**src/rtl/add_serial_arb.sv**
```systemverilog
// Round-robin arbiter/sequencer sharing one bit-serial adder among N requesters.
// Latency: grant in cycle t, add_en at t+1, response valid at t+2+LAT.
// Backpressure: response held in RESP until i_rsp_ready; no grants while busy.
module add_serial_arb #(
    parameter int N   = 4,
    parameter int W   = 8,
    parameter int IDW = 2,
    parameter int LAT = 9
) (
    input  logic             clk,
    input  logic             rst,
    input  logic [N-1:0]     i_req_valid,
    input  logic [N*W-1:0]   i_req_a,
    input  logic [N*W-1:0]   i_req_b,
    output logic [N-1:0]     o_req_ready,
    output logic             o_rsp_valid,
    output logic [IDW-1:0]   o_rsp_id,
    output logic [W-1:0]     o_rsp_sum,
    input  logic             i_rsp_ready,
    output logic             o_add_en,
    output logic [W-1:0]     o_add_a,
    output logic [W-1:0]     o_add_b,
    input  logic [W-1:0]     i_add_out
);

    // Counter only ever holds LAT-1 down to 0.
    localparam int CW = (LAT > 2) ? $clog2(LAT) : 1;

    typedef enum logic [1:0] {
        S_ARB   = 2'd0,
        S_ISSUE = 2'd1,
        S_WAIT  = 2'd2,
        S_RESP  = 2'd3
    } state_t;

    state_t         r_state;
    state_t         w_next;
    logic [IDW-1:0] r_ptr;
    logic [CW-1:0]  r_cnt;
    logic           r_add_en;
    logic [W-1:0]   r_add_a;
    logic [W-1:0]   r_add_b;
    logic           r_rsp_valid;
    logic [IDW-1:0] r_rsp_id;
    logic [W-1:0]   r_rsp_sum;

    logic           w_gnt_vld;
    logic [IDW-1:0] w_gnt_idx;
    logic [IDW-1:0] w_scan;

    // Round-robin pick: first pending requester after the last one granted.
    always_comb begin
        w_gnt_vld = 1'b0;
        w_gnt_idx = '0;
        w_scan    = '0;
        for (int k = 1; k <= N; k++) begin
            w_scan = IDW'((int'(r_ptr) + k) % N);
            if (!w_gnt_vld && i_req_valid[w_scan]) begin
                w_gnt_vld = 1'b1;
                w_gnt_idx = w_scan;
            end
        end
    end

    // Grant is only visible while arbitrating; at most one bit set.
    always_comb begin
        o_req_ready = '0;
        if (r_state == S_ARB && w_gnt_vld) begin
            o_req_ready[w_gnt_idx] = 1'b1;
        end
    end

    // Next-state logic for the ARB -> ISSUE -> WAIT -> RESP sequence.
    always_comb begin
        w_next = r_state;
        case (r_state)
            S_ARB:   if (w_gnt_vld) w_next = S_ISSUE;
            S_ISSUE: w_next = S_WAIT;
            S_WAIT:  if (r_cnt == '0) w_next = S_RESP;
            S_RESP:  if (i_rsp_ready) w_next = S_ARB;
            default: w_next = S_ARB;
        endcase
    end

    // State register.
    always_ff @(posedge clk or posedge rst) begin
        if (rst) begin
            r_state <= S_ARB;
        end else begin
            r_state <= w_next;
        end
    end

    // Datapath: capture operands on grant, count adder latency, hold result.
    always_ff @(posedge clk or posedge rst) begin
        if (rst) begin
            r_ptr       <= IDW'(N - 1);
            r_cnt       <= '0;
            r_add_en    <= 1'b0;
            r_add_a     <= '0;
            r_add_b     <= '0;
            r_rsp_valid <= 1'b0;
            r_rsp_id    <= '0;
            r_rsp_sum   <= '0;
        end else begin
            // add_en is high exactly for the ISSUE cycle.
            r_add_en <= (r_state == S_ARB) && w_gnt_vld;
            case (r_state)
                S_ARB: begin
                    if (w_gnt_vld) begin
                        r_add_a  <= i_req_a[w_gnt_idx*W +: W];
                        r_add_b  <= i_req_b[w_gnt_idx*W +: W];
                        r_rsp_id <= w_gnt_idx;
                        r_ptr    <= w_gnt_idx;
                    end
                end
                S_ISSUE: begin
                    r_cnt <= CW'(LAT - 1);
                end
                S_WAIT: begin
                    if (r_cnt == '0) begin
                        r_rsp_sum   <= i_add_out;
                        r_rsp_valid <= 1'b1;
                    end else begin
                        r_cnt <= r_cnt - 1'b1;
                    end
                end
                S_RESP: begin
                    if (i_rsp_ready) begin
                        r_rsp_valid <= 1'b0;
                    end
                end
                default: ;
            endcase
        end
    end

    assign o_add_en    = r_add_en;
    assign o_add_a     = r_add_a;
    assign o_add_b     = r_add_b;
    assign o_rsp_valid = r_rsp_valid;
    assign o_rsp_id    = r_rsp_id;
    assign o_rsp_sum   = r_rsp_sum;

endmodule

```
**config.mk**
```make
export PLATFORM = sky130hd
export DESIGN_NAME = add_serial_arb
export DESIGN_NICKNAME = d
export VERILOG_FILES = /design/src/rtl/add_serial_arb.sv
export SDC_FILE = /design/constraint.sdc
export NUM_CORES = 1
export LEC_CHECK = 0
export CORE_UTILIZATION = 43
export DETAILED_ROUTE_END_ITERATION = 12
export GPL_TIMING_DRIVEN = 0
export PLACE_DENSITY = 0.87
export SLEW_MARGIN = 20
export SYNTH_ARGS = -nofsm -noshare
export SYNTH_HDL_FRONTEND = slang
export SYNTH_SLANG_ARGS = --single-unit
```
**constraint.sdc**
```tcl
create_clock -name clk -period 5.2 [get_ports clk]
set_clock_uncertainty 0.15 [all_clocks]
set_input_delay 0.52 -clock clk [delete_from_list [all_inputs] [get_ports clk]]
set_output_delay 0.52 -clock clk [all_outputs]
set_load 0.05 [all_outputs]
```
# After elaboration in Yosys (flattened, before gate mapping)
# Cells that the tools add are included.
[word_totals]
out_inout_bits = 32
n_memories = 0
ramBits = 0
elab_cells = 74
register_bits = 36
romBits = 0
in_bits = 79
latchBits = 0
[op_classes]
order_cmp = 6
div_mod_pow = 0
n_addsub = 5
bitwise = 0
n_eq_ne = 7
mux = 28
shifts = 2
multipliers = 0
n_reduce_logical = 17
[ops]
columns = ["cell", "n"]
rows = [
  ["32-bit by 6-bit variable part select with 8-bit output", 2],
  ["2-bit by 3-bit less-than comparator with 1-bit output (second input constant)", 5],
  ["2-bit two-way mux", 7],
  ["1-bit two-way mux", 11],
  ["1-bit binary-select mux with 2-bit select", 4],
  ["4-bit two-way mux", 2],
  ["2-bit inequality test (second input constant)", 4],
  ["2-bit case mux with 4 select lines", 1],
  ["4-bit case mux with 2 select lines", 1],
  ["2-bit AND reduction", 3],
  ["3-bit AND reduction", 2],
  ["1-bit logical AND", 5],
  ["2-bit by 1-bit adder with 2-bit output (second input constant)", 2],
  ["2-bit adder (second input constant)", 2],
  ["2-bit == test (second input constant)", 2],
  ["4-bit zero test", 1],
  ["2-bit nonzero test", 2],
  ["4-bit by 1-bit subtractor with 4-bit output (second input constant)", 1],
  ["1-bit zero test", 3],
  ["1-bit demux with 2-bit select", 1],
  ["2-bit by 1-bit == test with 1-bit output (second input constant)", 1],
  ["2-bit by 1-bit >= comparator with 1-bit output (second input constant)", 1],
  ["2-bit zero test", 1],
  ["1-bit case mux with 2 select lines", 1],
]

# Longest topological paths before layout
[depth]
ltp_word = 18
mapped_depth = 9
ltp_nobuf = 7

# Worst setup path before layout
# No wires, ideal clock.
[synth_timing]
path_kind = "input port to output port"
startpoint = "in i_req_valid[3]"
endpoint = "out o_req_ready[2]"
n_path_buf = 4
setup_slack_ps = 2447
cell_stages = 8
arrival_time_ps = 2083
cell_sequence = "buf_4 or3b_1 buf_2 o21ai_2 a21o_1 buf_6 buf_12 nor2_1"
[synth_via]
elab_chain_cells = 17
elab_cells_between_ends = 29
classes_between = "2 x order compare; 19 x mux; 8 x reduce/logical"
[synth_rtl]
columns = ["item", "line_no", "source"]
rows = [
  ["start: declaration", "12", "input logic [N-1:0] i_req_valid,"],
  ["1-bit binary-select mux with 2-bit select", "58", "if (!w_gnt_vld && i_req_valid[w_scan]) begin"],
  ["1-bit two-way mux (implied by the code)", "58", ""],
  ["1-bit two-way mux", "58", ""],
  ["1-bit zero test", "58", ""],
  ["1-bit logical AND", "58", ""],
  ["1-bit two-way mux", "58", ""],
  ["1-bit zero test", "58", ""],
  ["1-bit logical AND", "58", ""],
  ["1-bit two-way mux", "58", ""],
  ["1-bit zero test", "58", ""],
  ["1-bit logical AND", "58", ""],
  ["2-bit two-way mux", "58", ""],
  ["2-bit by 3-bit less-than comparator with 1-bit output (implied by the code) / 2-bit by 1-bit >= comparator with 1-bit output (equally long branches)", "69", "o_req_ready[w_gnt_idx] = 1'b1;"],
  ["1-bit logical AND (implied by the code)", "69", ""],
  ["1-bit two-way mux (implied by the code)", "69", ""],
  ["1-bit demux with 2-bit select", "69", ""],
  ["4-bit two-way mux *", "68", "if (r_state == S_ARB && w_gnt_vld) begin"],
  ["end: declaration", "15", "output logic [N-1:0] o_req_ready,"],
]
# Every way passes the cells marked *; elsewhere a longest branch is shown, timed or not. The select of a mux whose other input is x is not followed.

# Final worst setup path
[layout_timing]
startpoint = "in i_req_valid[2]"
endpoint = "out o_req_ready[0]"
# The elaborated chain is that of the path after synthesis.

==> results.md <==
* Fmax at 243 MHz
* Worst-path clk slew at 0.08 ns
* Hold Path Depth at 1
* Sequential element share of the synthesized area at 0.427
* Initial Util at 0.447
* Cts hold-fix bufs at 0
* Initial antenna violation count at 0
* Setup TNS at 0 ns
* Avg Synthesized Cell Area at 10.2 um2
* Synth top area share at 0.403
* Run status: finished clean
* GPL Wtd Cong at 0.803
* Critical Path AT at 3.44 ns
* Rows at 25
* Netlist cell types at 36
* Synthesis-to-layout area growth at 61.6%
* Async S/R FF share, synth at 1.00
* Clk buf depth at 2
* Routed Antenna Nets at 0
* Fin crit share at 0.791
* Pin count of the biggest net entering global routing at 37
* Critical path class: in2out
* Reg2Reg Launch Point: r_state[0]
* Crit Path Max Fanout at 10
* Ant diodes at 0
* Post_cts resized at 0
* DRC at 0
* Most frequent cells in the layout: clkdlybuf4s50_1 (109), dfrtp_1 (34), nor2_1 (21)
* Vias in the first global route at 2110
* Post-Syn Area at 2110 um2
* Register bit total from synthesis at 36
* Hold Path Class: reg2reg
* Vias per Instance at 5.31
* Pre-Repair DR Iteration Count at 4
* Vias at 2080
* Drt initial violations at 94
* Post-synth top flop: dfrtp_1
* Crit end category: primary output
* Rel. slew slack at 0.496
* H-tree depth at 2
* Ports at 111
* Synth area leaders: dfrtp_1 (40%), mux2i_1 (8.5%), a221oi_1 (6.6%)
* Final Setup Violations at 0
* Congestion Overflow GR at 0
* Die area at 5200 um2
* Post-DP Area at 3290 um2
* Pwr per Cell Area at 615 nW/um2
* Crit path max-delay family: buffers and inverters
* Total CTS buffers at 5
* TritonCTS clock tree: yes
* Post-Syn Nets at 293
* CP Data Required Time at 4.53 ns
* Most common cell after layout, fill and taps aside: clkdlybuf4s50_1
* DPL Wire Length at 4650 um
* Post-route cell area at 3410 um2
* RSZ-0062 raised after global routing: no
* Critical Path Start: i_req_valid[2]
* Clock sink count at 36
* Max-cap violations at 0
* Leakage power at 1.45 nW
* Post-DR wirelength/cell at 15.9 um
* Setup Slack @ Placement at 1.12 ns
* Final Hold Vio Count at 0
* I/O Buffers at 109
* Number of flops mapped to enable cells by yosys at 0
* Die Span X at 72.1 um
* Power consumption at 2.10 mW
* Setup bufs post-CTS at 0
* Root Driver: clkbuf_8
* CP max-delay cell: clkdlybuf4s50_1
* Max-slew violation count at 0
* Core ar. at 4720 um2
* Die Y at 72.1 um
* R2R cell count at 8
* First-pass GRT wire length at 9940 um
* CP cell instances: clkdlybuf4s50_1 -> nor4_1 -> nor2b_1 -> clkbuf_1 -> and2_1 -> buf_2 -> clkbuf_1 -> and2_1 -> clkdlybuf4s50_1
* Nets at 409
* Layout cell share with drive strength beyond 1 at 0.0954
* WP depth at 9
* Synth Warn # at 0
* CP max stage delay at 0.80 ns
* Final worst slack at 1.09 ns
* Tmin final at 4.11 ns
* Total Wirelength at 6230 um
* Slew @ Worst Pin at 0.755 ns
* Buf/Inv on CP at 5
* Maximum VDD drop at 0.440 mV
* Min-delay src: o_rsp_sum[2]
* Clock latency on the worst-skew pair at 0.29 ns
* Total Routing Usage GR at 0.247
* Setup crit start kind: input pin
* Area leader, netlist: dfrtp_1
* Cell count after synthesis at 208
metrics by stage:
stage | utilization | std cells | hold slack [ns]
3_5_place_dp | 0.696 | 384 | 0.345
6_report | 0.723 | 392 | 0.359
5_1_grt | 0.723 | 392 | 0.368
3_3_place_gp | 0.696 | 384 | 0.339
4_1_cts | 0.723 | 392 | 0.364
2_1_floorplan | - | 208 | 0.333
synth_stat cells, types with 6 or more instances:
library cell / number
dfrtp_1: 34
nor2_1: 21
mux2i_1: 18
and3_1: 17
a221oi_1: 16
a211oi_1: 15
inv_1: 12
clkbuf_1: 9
mux2_2: 9
o21ai_0: 7
ha_1: 6
nand2_1: 6
logic make-up after synthesis:
logic type                 count (synthesis)  synth area share
DFF                                       36             0.427
adders and majority gates                  6            0.0355
and+or+nand+nor                           58             0.142
muxes                                     27             0.133
AOI/OAI and AO/OA                         52             0.185
xor gates and xnor gates                   1           0.00415
buffers and inverters                     28            0.0734
layout make-up:
type / instances / area, um2
plain buffers: 16 / 110
clock buffers: 7 / 96.3
clock inverters: 1 / 30.0
fillers: 358 / 1310
inverters: 12 / 45.0
multi-input cells: 144 / 1050
flip-flops and latches: 36 / 903
well taps: 67 / 83.8
repair buffers: 109 / 1090
metal layers:
metal / share of wire / GRT usage
met3: 0.049 / 0.0375
met5: 0 / 0
met4: 0.017 / 0.0763
met2: 0.49 / 0.415
met1: 0.44 / 0.328
sequential cells by signal, summed over array words and instances, names as in the netlist:
register / flops
o_add_a: 8
o_add_b: 8
o_add_en: 1
o_rsp_id: 2
o_rsp_sum: 8
o_rsp_valid: 1
r_cnt: 4
r_ptr: 2
r_state: 2
final timing paths:
path / to / slack (ns)
max in group asynchronous: o_add_b[1] / 3.86
min reg2reg: o_rsp_sum[2] / 0.36
max: o_req_ready[0] / 1.09
min: o_rsp_sum[2] / 0.36
max reg2reg: o_add_b[0] / 2.74
min in group asynchronous: o_rsp_sum[6] / 0.55
worst register-to-register path: stages, from the launching register on:
cell      delay [ns]
dfrtp_1         0.41
inv_1           0.13
ha_1            0.20
nor2b_1         0.13
clkbuf_1        0.29
and2_1          0.18
buf_2           0.19
clkbuf_1        0.46
a211oi_1        0.17
where the power goes:
part	internal [mW]	switching [mW]	leakage, nW	total, mW
Clock	0.169	0.104	0.0645	0.273
Combinational	0.506	0.808	0.968	1.31
Sequential	0.428	0.0846	0.413	0.513
Total	1.10	0.997	1.45	2.10
Note: power is estimated with default switching activity, not from simulation.
